**src/rtl/producer.sv**
```systemverilog
//------------------------------------------------------------------------------
//  Module   : producer
//  Purpose  : Write-side pointer and full-flag logic of a dual-clock FIFO.
//             Keeps the binary/Gray write pointers and brings the read
//             domain's Gray pointer in through a two-flop synchroniser.
//             From these it derives registered full, almost_full and a
//             conservative fill level.
//  Ports    : clk            - write-domain clock
//             w_rst          - synchronous active-high reset
//             w_en           - write request
//             gray_rptr      - Gray read pointer (asynchronous to clk)
//             full           - registered full flag
//             almost_full    - registered level >= AFULL_THRESH
//             level          - registered fill count (may overstate)
//             binary_wptr    - binary write pointer (low bits address RAM)
//             gray_wptr      - Gray write pointer (crosses to read domain)
//             gray_rptrsync  - second synchroniser stage of gray_rptr
//             overflow       - sticky write-while-full flag
//  Options  : PRODUCER_OVERFLOW_EN - when defined, builds the sticky
//             overflow register; otherwise overflow is tied to 0.
//  Revision : 1.0 - initial release
//------------------------------------------------------------------------------
`default_nettype none

module producer #(
    parameter int ADDR_WIDTH   = 9,
    parameter int AFULL_THRESH = (1 << ADDR_WIDTH) - 4
) (
    input  logic                  clk,
    input  logic                  w_rst,
    input  logic                  w_en,
    input  logic [ADDR_WIDTH:0]   gray_rptr,
    output logic                  full,
    output logic                  almost_full,
    output logic [ADDR_WIDTH:0]   level,
    output logic [ADDR_WIDTH:0]   binary_wptr,
    output logic [ADDR_WIDTH:0]   gray_wptr,
    output logic [ADDR_WIDTH:0]   gray_rptrsync,
    output logic                  overflow
);

    localparam logic [ADDR_WIDTH:0] c_afull_thresh = AFULL_THRESH[ADDR_WIDTH:0];
    localparam logic [ADDR_WIDTH:0] c_zero         = '0;

    // Registered state
    logic [ADDR_WIDTH:0] r_rptr_s1;
    logic [ADDR_WIDTH:0] r_rptr_sync;
    logic [ADDR_WIDTH:0] r_bin_wptr;
    logic [ADDR_WIDTH:0] r_gray_wptr;
    logic [ADDR_WIDTH:0] r_level;
    logic                r_full;
    logic                r_almost_full;

    // Next-state terms
    logic                w_accept;
    logic [ADDR_WIDTH:0] w_bin_nxt;
    logic [ADDR_WIDTH:0] w_gray_nxt;
    logic [ADDR_WIDTH:0] w_full_cmp;
    logic [ADDR_WIDTH:0] w_rbin;
    logic [ADDR_WIDTH:0] w_level_nxt;
    logic                w_full_nxt;
    logic                w_afull_nxt;

    // Only the registered full gates the write, so there is no path from
    // full back into itself within a cycle.
    assign w_accept   = w_en & ~r_full;
    assign w_bin_nxt  = r_bin_wptr + {c_zero[ADDR_WIDTH:1], w_accept};
    assign w_gray_nxt = (w_bin_nxt >> 1) ^ w_bin_nxt;

    // The write pointer is exactly one lap ahead of the read pointer when
    // the two Gray MSBs differ and all lower bits match.
    assign w_full_cmp = {~r_rptr_sync[ADDR_WIDTH:ADDR_WIDTH-1],
                         r_rptr_sync[ADDR_WIDTH-2:0]};
    assign w_full_nxt = (w_gray_nxt == w_full_cmp);

    // Gray-to-binary: each binary bit is the XOR of all Gray bits at or
    // above its position.
    generate
        for (genvar i = 0; i <= ADDR_WIDTH; i++) begin : g_gray2bin
            assign w_rbin[i] = ^r_rptr_sync[ADDR_WIDTH:i];
        end
    endgenerate

    // The synced read pointer lags the real one, so this difference can only
    // overstate occupancy, never understate it.
    assign w_level_nxt = w_bin_nxt - w_rbin;
    assign w_afull_nxt = (w_level_nxt >= c_afull_thresh);

    always_ff @(posedge clk) begin
        if (w_rst) begin
            r_rptr_s1     <= '0;
            r_rptr_sync   <= '0;
            r_bin_wptr    <= '0;
            r_gray_wptr   <= '0;
            r_level       <= '0;
            r_full        <= 1'b0;
            r_almost_full <= 1'b0;
        end else begin
            // Two-flop synchroniser: nothing may sit between the stages.
            r_rptr_s1     <= gray_rptr;
            r_rptr_sync   <= r_rptr_s1;
            r_bin_wptr    <= w_bin_nxt;
            r_gray_wptr   <= w_gray_nxt;
            r_level       <= w_level_nxt;
            r_full        <= w_full_nxt;
            r_almost_full <= w_afull_nxt;
        end
    end

`ifdef PRODUCER_OVERFLOW_EN
    logic r_overflow;

    // Sticky until reset; an accepted write can never set it because it
    // requires the registered full to be high.
    always_ff @(posedge clk) begin
        if (w_rst) begin
            r_overflow <= 1'b0;
        end else if (w_en && r_full) begin
            r_overflow <= 1'b1;
        end
    end

    assign overflow = r_overflow;
`else
    assign overflow = 1'b0;
`endif

    assign full          = r_full;
    assign almost_full   = r_almost_full;
    assign level         = r_level;
    assign binary_wptr   = r_bin_wptr;
    assign gray_wptr     = r_gray_wptr;
    assign gray_rptrsync = r_rptr_sync;

endmodule

`default_nettype wire

```
**config.mk**
```make
export PLATFORM = sky130hd
export DESIGN_NAME = producer
export DESIGN_NICKNAME = d
export VERILOG_FILES = /design/src/rtl/producer.sv
export SDC_FILE = /design/constraint.sdc
export NUM_CORES = 1
export LEC_CHECK = 0
export ABC_AREA = 1
export CAP_MARGIN = 20
export CORE_MARGIN = 2
export CORE_UTILIZATION = 45
export DETAILED_ROUTE_END_ITERATION = 16
export PLACE_DENSITY = 0.71
export SYNTH_ARGS = -nofsm -noshare
export SYNTH_HDL_FRONTEND = slang
export SYNTH_SLANG_ARGS = --single-unit
```
**constraint.sdc**
```tcl
create_clock -name clk -period 2.99 [get_ports clk]
set_clock_uncertainty 0.1 [all_clocks]
set_input_delay 0.598 -clock clk [delete_from_list [all_inputs] [get_ports clk]]
set_output_delay 0.598 -clock clk [all_outputs]
set_load 0.02 [all_outputs]
```
==> results of run 1 <==
[per-layer routing]
layer  vias up  GRT usage (%)
met5         -              0
met4         0           8.31
met3        16           4.27
met2        68           33.2
met1      1042           21.7
li1       1190              -
[layout make-up]
| class | count | area, µm² | share of cell area (%) |
|---|---|---|---|
| flip-flops and latches | 51 | 1030 | 26.7 |
| well taps | 72 | 90.1 | 2.33 |
| clock inverters | 1 | 5.00 | 0.129 |
| repair buffers | 94 | 856 | 22.1 |
| clock buffers | 6 | 82.6 | 2.13 |
| multi-input cells | 218 | 1570 | 40.5 |
| inverters | 62 | 238 | 6.14 |
[synthesized netlist by cell type]
master    instances  share of area, %
fa_1              1              0.76
xor2_4            2               2.1
inv_2             6              0.86
buf_4             2              0.57
nor3_1            1              0.19
a21boi_1          1              0.29
a21oi_1           9               1.7
and2_1            1              0.24
o21ai_0           1              0.19
dfxtp_1          51                39
xor2_1           12               4.0
nand3_1          17               3.2
clkinv_2          1              0.19
conb_1            1              0.14
or2_0             2              0.48
a31oi_1           1              0.24
o21ai_1           2              0.38
xnor2_1          12               4.0
nand4_2           1              0.48
a21o_1            1              0.29
inv_1            55               7.9
nor2_8            1              0.76
nand2_2           9               2.1
buf_1             1              0.14
xnor2_2           1              0.62
xor2_2            3               1.9
nor2_1           56               8.0
nor2_2            2              0.48
nor2_4            2              0.86
buf_6             1              0.43
nand3_2           4               1.5
buf_2             1              0.19
ha_1             10               4.8
clkbuf_1          4              0.57
nand2_1          58               8.3
nand4_1           3              0.72
nand3b_1          3              0.86
nand2_4           1              0.43
[path summary, 6_finish.rpt]
path / from / to / slack, ns / cells after the start
hold / removal: r_rptr_s1[7]$_SDFF_PP0_ / gray_rptrsync[7]$_SDFF_PP0_ / 0.30 / 2
hold reg to reg: r_rptr_s1[7]$_SDFF_PP0_ / gray_rptrsync[7]$_SDFF_PP0_ / 0.30 / 2
setup reg to reg: gray_rptrsync[8]$_SDFF_PP0_ / almost_full$_SDFF_PP0_ / 0.03 / 19
setup / recovery: gray_rptrsync[8]$_SDFF_PP0_ / almost_full$_SDFF_PP0_ / 0.03 / 19
[worst max-delay path, delay by kind of cell (launching register included)]
kind            cells  cell delay [ns]
simple gates       10             0.96
xor+xnor            3             0.65
buf+inv             4             0.42
flops               1             0.37
fa+ha+maj           1             0.24
compound gates      1             0.19
[where the power goes]
group / switching, mW / internal, mW
logic: 0.312 / 0.322
clock network: 0.222 / 0.182
registers: 0.0225 / 0.730
[sequential cells by signal, summed over array words and instances, names as in the netlist]
register / flops
almost_full: 1
gray_rptrsync: 10
r_rptr_s1: 10
level: 10
binary_wptr: 10
full: 1
gray_wptr: 9
[placed cells by master (no fill, tap or decap), types with 8 or more instances in the layout]
cell type / count
dfxtp_1: 46
xnor2_1: 8
nand2_1: 50
inv_1: 52
clkdlybuf4s50_1: 53
nand2_2: 14
inv_2: 8
xor2_1: 10
nor2_1: 54
nand3_1: 14
buf_4: 39
[per-stage QoR]
stage | power, mW | hold slack (ns) | setup TNS [ns]
global route | 1.89 | 0.316 | -0.266
global placement | 1.29 | 0.289 | -1.54
detailed placement | 1.31 | 0.294 | -2.10
finish | 1.79 | 0.299 | 0
floorplan | 1.07 | 0.288 | 0
CTS | 1.71 | 0.307 | 0
[what timing repair did]
| item | CTS | global route |
|---|---|---|
| buffers inserted | 0 | 5 |
| endpoints found under the setup margin | 4 | 7 |
| pin swaps | 1 | 24 |
| gates resized for setup | 6 | 52 |
[kinds of logic after synthesis]
family                     count (synthesis)
DFF                                       51
adders and majority gates                 11
AOI/OAI and AO/OA                         15
buffers and inverters                     71
other                                      1
and+or+nand+nor                          161
xor gates and xnor gates                  30
==> key figures, run 1 <==
Timing
  • RSZ-0062 raised after global routing: true
  • Final Hold Vio Count: 0
  • Final setup vio count: 0
  • Minimum clock period after layout: 2.96 ns
  • Max Slew Vio Count: 0
  • Post-route worst setup slack: 0.0301 ns
  • Final Cycle Share: 99.0%
  • F_max: 338 MHz

Worst setup path
  • WP data required: 3.15 ns
  • WS Path Type: reg -> reg
  • Crit path cell chain: nand2_4 > inv_2 > nor2_4 > buf_12 > xor2_4 > xor2_2 > buf_4 > xor2_2 > ha_4 > nand2_1 > nand2_2 > a31oi_4 > inv_2 > nand3_1 > nand2_1 > nand3b_1 > nor2_1 > nand3_1 > nand2_1
  • Most used cell along the critical path: nand2_1
  • Crit path max fanout: 3
  • Crit path DAT: 3.11 ns
  • Slowest cell on crit path: dfxtp_4
  • Startpoint type of the worst setup path: flip-flop
  • CP peak stage delay: 0.37 ns
  • CP Capture Type: flip-flop

Placed design
  • Total placed cells including tap cells: 492
  • PortBufs: 54
  • Cell Area, Placed: 0.00346 mm²
  • Placement Setup Slack: -0.407 ns
  • RD Place Congestion: 0.831
  • HPWL after DPL: 4340 µm

Synthesis
  • Main combinational cell family by area after synthesis: simple AND/OR/NAND/NOR gates
  • Simple-gate area share of the yosys netlist: 28.8%
  • Post-synth net total: 364
  • Syn_area_per_cell: 7.70 µm²
  • Synth unique cells: 38
  • Register bit total from synthesis: 51
  • Post-Synth Adder-Cell Area: 5.54%
  • Mapped Cells: 340
  • Post-synthesis sequential area ratio: 39.0%
  • Mux cell area share after synthesis: 0%
  • Synth Area in Compound Gates: 3.11%
  • Synthesized area: 0.00262 mm²
  • Synth warnings: 0
  • Synth Area in XOR/XNOR: 12.6%

Drt
  • 1st-iter DRT viols: 92
  • Met3 wire len: 302 µm
  • Max Used Layer: met4
  • Wire length on met2: 3090 µm
  • Metal-1 WL: 2520 µm
  • Antenna-violating nets left: 0
  • Routed length per instance: 12.0 µm
  • # DRC: 0
  • Vias per cell: 4.60
  • TritonRoute pass-1 iters: 4
  • Final WL: 6060 µm
  • Routed vias: 2,316

Clock network
  • Hold Buf Count CTS: 0
  • Htree depth: 2
  • Root Driver: clkbuf_8
  • CTS Buffer Depth: 2
  • Worst-path clk slew: 0.09 ns
  • TritonCTS clock tree: yes
  • Clk sink count: 51
  • CTS Buf Count: 5
  • Clock latency on the worst-skew pair: 0.31 ns

Floorplan
  • Number of core rows: 27
  • Starting Density: 47.0%
  • Die height: 80.3 µm
  • Core box area: 0.00557 mm²
  • Die width: 80.3 µm
  • # IOs: 56
  • Die area: 0.00645 mm²

Global routing
  • Overall routing resource usage: 18.8%
  • Largest net degree at the start of global routing: 48
  • First-pass GRT wire length: 9510 µm
  • GRT overflow: 0
  • Initial antenna violation count: 0
  • Vias in the first global route: 2,281

Pwr
  • Power Density: 463 mW/mm²
  • LEAKAGE: 1.86 nW
  • Max rail drop VDD: 0.342 mV

Layout
  • Layout Cells excl Fill: 504
  • Fillers: 442
  • Layout cells sized above 1: 28.5%
  • Nets: 456
  • Area grow syn2layout: 47.7%
  • Diodes inserted: 0
  • Utilization after layout: 69.4%
  • Layout Cell Area excl Fill: 0.00387 mm²

Run
  • Max Cap Viol: 0

Outcome
  • Status: finished, final reports clean

Worst hold path
  • Hold Crit Class: reg -> reg
Power figures use the tool's default switching activity.
==> inputs of run 2 (changes only) <==
==> config.mk (replaced) <==
export PLATFORM = sky130hd
export DESIGN_NAME = producer
export DESIGN_NICKNAME = d
export VERILOG_FILES = /design/src/rtl/producer.sv
export SDC_FILE = /design/constraint.sdc
export NUM_CORES = 1
export LEC_CHECK = 0
export CAP_MARGIN = 15
export CORE_MARGIN = 2
export CORE_UTILIZATION = 45
export DETAILED_ROUTE_END_ITERATION = 16
export PLACE_DENSITY = 0.72
export SKIP_CTS_REPAIR_TIMING = 1
export SYNTH_ARGS = -nofsm -noshare
export SYNTH_HDL_FRONTEND = slang
export SYNTH_SLANG_ARGS = --single-unit
==> run 2 against run 1 <==
Net effect:
- the run now ends with setup timing left
- sequential share of layout area rose by 0.65 points
- worst setup slack got worse by 1.1 ns
- fmax fell by 26%
- final cell count fell by 14%
- first-iteration DRC count rose by 14%
- routed wire length fell by 4.0%
==> key figures, run 2 <==
Clock network
  • CTS Buffer Depth: 2
  • Htree depth: 2
  • Clk sink count: 51
  • Root Driver: clkbuf_8
  • Worst-path clk slew: 0.09 ns
  • CTS Buf Count: 5
  • TritonCTS clock tree: yes
  • Clock latency on the worst-skew pair: 0.31 ns

Placed design
  • RD Place Congestion: 0.912
  • PortBufs: 54
  • Placement Setup Slack: -1.08 ns
  • HPWL after DPL: 4080 µm

Synthesis
  • Top post-synthesis cells by area: dfxtp_1 44%, xnor2_1 7.8%, xor2_1 7.5%, nor2b_1 6.7%, ha_1 5.3%
  • Synth area leader: dfxtp_1
  • Synth cell count leaders: 51 x dfxtp_1, 28 x nor2_1, 25 x nor2b_1
  • Post-Synth Adder-Cell Area: 6.19%
  • Synth Area in XOR/XNOR: 18.5%
  • Post-synth EDFFs: 0
  • Synthesized area: 0.00235 mm²
  • Main combinational cell family by area after synthesis: simple AND/OR/NAND/NOR gates
  • Most common cell in the netlist: dfxtp_1
  • Syn_area_per_cell: 9.54 µm²
  • Share of the synthesized area in the top cell type: 43.5%
  • Post-synth net total: 270
  • Register bit total from synthesis: 51
  • Mux cell area share after synthesis: 0.427%
  • Synth Area in Compound Gates: 7.04%
  • Synth warnings: 0
  • Ys async rst share: 0%
  • Mapped Cells: 246
  • Post-synth top flop: dfxtp_1
  • Simple-gate area share of the yosys netlist: 19.9%
  • Synth unique cells: 43
  • Post-synthesis sequential area ratio: 43.5%

Worst setup path
  • Startpoint type of the worst setup path: flip-flop
  • CP Capture Type: flip-flop
  • Worst r2r dst: almost_full$_SDFF_PP0_
  • Crit path from: gray_rptrsync[8]$_SDFF_PP0_
  • Crit path max fanout: 2
  • Reg2Reg Depth: 16
  • WS Path Type: reg -> reg
  • Flop2flop setup slack: -1.03 ns
  • Worst setup path endpoint: almost_full$_SDFF_PP0_
  • Reg2reg start: gray_rptrsync[8]$_SDFF_PP0_
  • Crit path DAT: 4.15 ns
  • WP data required: 3.11 ns

Timing
  • Max Slew Vio Count: 0
  • Minimum clock period after layout: 4.02 ns
  • Final setup vio count: 9
  • Final Cycle Share: 135%
  • Setup TNS: -5.41 ns
  • Post-route worst setup slack: -1.03 ns
  • F_max: 249 MHz
  • Final Hold Vio Count: 0
  • RSZ-0062 raised after global routing: true

Layout
  • Utilization after layout: 74.2%
  • Most common cell after layout, fill and taps aside: buf_4
  • Most frequent cells in the layout: 62 x buf_4, 53 x clkdlybuf4s50_1, 46 x dfxtp_1, 27 x nor2_1, 22 x nor2b_1
  • Reg area: 0.00103 mm²
  • Layout cells sized above 1: 31.2%
  • Fillers: 386
  • Nets: 388
  • Diodes inserted: 0
  • Area grow syn2layout: 60.6%
  • Multi-input logic area: 0.00144 mm²

Drt
  • Routed vias: 2,016
  • Final WL: 5810 µm
  • # DRC: 0
  • TritonRoute pass-1 iters: 4
  • Routed length per instance: 13.4 µm
  • Vias per cell: 4.63
  • 1st-iter DRT viols: 105
  • Antenna-violating nets left: 0

Outcome
  • Status: finished, violations left
  • Failing checks: setup timing

Pwr
  • Total Power: 1.90 mW
  • Max rail drop VDD: 0.387 mV
  • Power Density: 505 mW/mm²
  • LEAKAGE: 1.62 nW

Floorplan
  • Core box area: 0.00507 mm²
  • Starting Density: 46.2%
  • Number of core rows: 26
  • # IOs: 56
  • Die width: 76.2 µm
  • Die area: 0.00581 mm²
  • Die height: 76.2 µm

Global routing
  • Overall routing resource usage: 19.1%
  • GR Layer Usage met3: 4.27%
  • First-pass GRT wire length: 8840 µm
  • M2 GR Usage: 32.0%
  • Initial antenna violation count: 0
  • Largest net degree at the start of global routing: 27
  • Gr busiest metal: met2
  • Vias in the first global route: 1,918
  • M1 GR Usage: 24.4%
  • GRT overflow: 0

Run
  • Max Cap Viol: 0

Worst hold path
  • Hold Crit Class: reg -> reg
[run 2: cell type report]
type	instances	area share, %
flip-flops and latches	51	27.3
clock buffers	7	2.29
multi-input cells	171	38.2
repair buffers	121	28.3
inverters	14	1.39
well taps	70	2.32
clock inverters	1	0.232
[run 2: worst min path at each step]
stage	start	to	slack [ns]	cells past startpoint
after floorplan	r_rptr_s1[8]$_SDFF_PP0_	gray_rptrsync[8]$_SDFF_PP0_	0.31	1
after global routing	r_rptr_s1[7]$_SDFF_PP0_	gray_rptrsync[7]$_SDFF_PP0_	0.36	1
after CTS	r_rptr_s1[8]$_SDFF_PP0_	gray_rptrsync[8]$_SDFF_PP0_	0.34	1
final	r_rptr_s1[8]$_SDFF_PP0_	gray_rptrsync[8]$_SDFF_PP0_	0.34	1
after global placement	r_rptr_s1[6]$_SDFF_PP0_	gray_rptrsync[6]$_SDFF_PP0_	0.32	1
after detailed placement	r_rptr_s1[8]$_SDFF_PP0_	gray_rptrsync[8]$_SDFF_PP0_	0.32	1
[run 2: report_power, final]
part           switching (mW)  leakage, nW  total [mW]  internal [mW]
Sequential             0.0210        0.422       0.755          0.734
Combinational           0.340         1.15       0.736          0.395
Clock                   0.223       0.0484       0.413          0.190
Total                   0.585         1.62        1.90           1.32
[run 2: logic make-up (layout without fill, tap and decap cells)]
group,Yosys count,count (layout)
AND/OR/NAND/NOR,90,90
adder cells (fa/ha/maj),11,11
buffers and inverters,24,143
XOR/XNOR,44,44
multiplexers,1,1
other,1,1
flip-flops,51,51
AO/OA/AOI/OAI,24,24
[run 2: per-layer routing]
metal / vias up / part of all wire, %
li1: 1028 / -
met1: 925 / 43
met2: 56 / 51
met3: 7 / 5.0
met4: 0 / 1.3
met5: - / 0
[run 2: stage by stage]
step                instances  area (µm²)  hold WS, ns
floorplan                 246        2400        0.312
finish                    435        3770        0.339
global route              435        3770        0.363
detailed placement        416        3400        0.320
CTS                       424        3500        0.340
global placement          416        3400        0.316
[run 2: critical path, cell delays in order, from the launching register on]
cell and delay (ns):
dfxtp_4 0.35, xnor3_2 0.41, xnor3_2 0.28, xnor2_2 0.19
xor2_1 0.23, xor2_1 0.24, xnor2_1 0.15, ha_2 0.21
fa_2 0.22, nor2b_2 0.06, o21ai_1 0.10, or2b_4 0.28
o21a_4 0.23, a21oi_4 0.14, xor2_2 0.08, or4b_1 0.48
o41ai_2 0.19
==> inputs of run 3 (changes only) <==
--- a/config.mk
+++ b/config.mk
@@ -6,7 +6,6 @@
 export NUM_CORES = 1
 export LEC_CHECK = 0
 export CAP_MARGIN = 15
-export CORE_MARGIN = 2
 export CORE_UTILIZATION = 45
 export DETAILED_ROUTE_END_ITERATION = 16
 export PLACE_DENSITY = 0.72
==> constraint.sdc (replaced) <==
create_clock -name clk -period 4.3 [get_ports clk]
set_clock_uncertainty 0.1 [all_clocks]
set_input_delay 0.86 -clock clk [delete_from_list [all_inputs] [get_ports clk]]
set_output_delay 0.86 -clock clk [all_outputs]
set_load 0.02 [all_outputs]
==> run 3 against run 2 <==
Net effect:
- the flow now finishes without violations
- sequential share of layout area rose by 4.3 points
- utilization decreased by 7.8 points
- flip-flop and latch count unchanged
- combinational power is 50% lower
- fmax shrank 2.7%
- first-iteration DRC count is 32% lower
- worst setup slack better by 1.2 ns
- global-route usage down 0.98 points
- highest routed layer unchanged
==> key figures, run 3 (synthesis results as in run 2) <==
Worst setup path
  • Slowest cell on crit path: or4b_1
  • Crit path DAT: 4.25 ns
  • Sum of buffers and inverters on the critical path: 0
  • WS Path Type: reg -> reg
  • Crit path max fanout: 5
  • Most used cell along the critical path: xor2_2
  • CP peak stage delay: 0.55 ns
  • Reg2reg start: gray_rptrsync[4]$_SDFF_PP0_
  • CP top delay family: XOR/XNOR gates
  • Flop2flop setup slack: 0.17 ns
  • WP data required: 4.41 ns
  • Worst r2r dst: almost_full$_SDFF_PP0_
  • CP Capture Type: flip-flop
  • Startpoint type of the worst setup path: flip-flop
  • Reg2Reg Depth: 16
  • Crit path cell chain: xor2_4 > xnor3_2 > xnor2_4 > xor2_2 > xor2_2 > xnor2_1 > ha_2 > fa_2 > nor2b_1 > o21ai_0 > or2b_4 > o21a_2 > a21oi_2 > xor2_1 > or4b_1 > o41ai_2

Timing
  • Setup TNS: 0 ns
  • Final Cycle Share: 96.1%
  • Minimum clock period after layout: 4.13 ns
  • F_max: 242 MHz
  • Final Hold Vio Count: 0
  • Max Slew Vio Count: 0
  • Final setup vio count: 0
  • Post-route worst setup slack: 0.166 ns

Worst hold path
  • Hold Crit Start: r_rptr_s1[4]$_SDFF_PP0_
  • Hold depth: 1
  • Hold Crit Class: reg -> reg
  • WHS Endpoint: gray_rptrsync[4]$_SDFF_PP0_

Placed design
  • PortBufs: 54
  • Placement Setup Slack: -0.0573 ns
  • Cell Area, Placed: 0.00305 mm²
  • HPWL after DPL: 3460 µm
  • RD Place Congestion: 0.943

Floorplan
  • # IOs: 56
  • Core box area: 0.00488 mm²
  • Starting Density: 48.1%
  • Die height: 74.2 µm
  • Die width: 74.2 µm
  • Number of core rows: 25
  • Die area: 0.00551 mm²

Layout
  • Most common cell after layout, fill and taps aside: clkdlybuf4s50_1
  • Most frequent cells in the layout: 54 x clkdlybuf4s50_1, 46 x dfxtp_1, 28 x nor2_1, 25 x nor2b_1, 20 x xnor2_1
  • Area grow syn2layout: 38.2%
  • Layout Cell Area excl Fill: 0.00324 mm²
  • Nets: 339
  • Diodes inserted: 0
  • Layout cells sized above 1: 14.2%

Pwr
  • Power Density: 380 mW/mm²
  • LEAKAGE: 1.33 nW
  • Max rail drop VDD: 0.278 mV

Clock network
  • Worst-path clk slew: 0.09 ns
  • TritonCTS clock tree: yes
  • CTS Buf Count: 5
  • CTS Buffer Depth: 2
  • Root Driver: clkbuf_8
  • Clk sink count: 51
  • Htree depth: 2
  • Clock latency on the worst-skew pair: 0.30 ns

Drt
  • TritonRoute pass-1 iters: 4
  • Routed vias: 1,807
  • Antenna-violating nets left: 0
  • Final WL: 4640 µm
  • 1st-iter DRT viols: 71
  • Routed length per instance: 12.1 µm
  • Vias per cell: 4.72
  • # DRC: 0

Run
  • Max Cap Viol: 0

Global routing
  • Overall routing resource usage: 18.2%
  • GRT overflow: 0
  • Largest net degree at the start of global routing: 43
  • Vias in the first global route: 1,646
  • Initial antenna violation count: 0
  • First-pass GRT wire length: 7450 µm

Outcome
  • Status: finished, final reports clean
## run 3: cell count changes in the layout (fill, tap and decap cells not counted), moves of 3 or more
cell,previous run,this run
xnor2_2,6,0
xnor2_1,15,20
buf_6,5,0
o21ai_0,1,4
buf_4,62,18
nor2b_1,22,25
## run 3: final cells by class
type | count | area [µm²]
Multi-Input combinational cell | 171 | 1290
Clock inverter | 2 | 35.0
Timing Repair Buffer | 72 | 676
Clock buffer | 6 | 82.6
Fill cell | 423 | 1640
Sequential cell | 51 | 1030
Inverter | 14 | 52.6
Tap cell | 67 | 83.8
## run 3: worst max-delay path by stage
stage               depth (start not counted)  slack [ns]                   startpoint                      to
floorplan                                  16        0.04  gray_rptrsync[7]$_SDFF_PP0_  almost_full$_SDFF_PP0_
global placement                           15        0.01                         w_en  almost_full$_SDFF_PP0_
detailed placement                         15       -0.06                         w_en  almost_full$_SDFF_PP0_
CTS                                        16       -0.04  gray_rptrsync[7]$_SDFF_PP0_  almost_full$_SDFF_PP0_
global route                               16       -0.03  gray_rptrsync[8]$_SDFF_PP0_  almost_full$_SDFF_PP0_
finish                                     16        0.17  gray_rptrsync[4]$_SDFF_PP0_  almost_full$_SDFF_PP0_
## run 3: worst register-to-register path, delay by kind of cell (launching register included)
kind | cells | cell delay, ns
xor+xnor | 7 | 1.53
simple gates | 3 | 0.88
compound gates | 4 | 0.69
flops | 1 | 0.42
fa+ha+maj | 2 | 0.41
## run 3: per-layer routing
layer | share of wire, % | wire length [µm] | track usage [%] | vias up
met5 | 0 | 0 | 0 | -
met3 | 4.0 | 184 | 4.20 | 9
met4 | 1.6 | 74 | 6.41 | 0
met2 | 47 | 2200 | 29.7 | 57
li1 | - | - | - | 933
met1 | 47 | 2180 | 23.5 | 808
## run 3: report_power, final
| group | switching, mW | internal [mW] |
|---|---|---|
| clock | 0.151 | 0.188 |
| combinational | 0.182 | 0.184 |
| sequential | 0.0172 | 0.511 |
## run 3: through the flow
stage | power (mW) | utilization [%] | std cells | hold slack [ns]
after global placement | 0.873 | 62.6 | 373 | 0.317
after global routing | 1.30 | 66.5 | 383 | 0.350
after CTS | 1.22 | 65.0 | 381 | 0.345
after detailed placement | 0.879 | 62.6 | 373 | 0.325
after floorplan | 0.749 | - | 246 | 0.314
final | 1.23 | 66.5 | 383 | 0.341
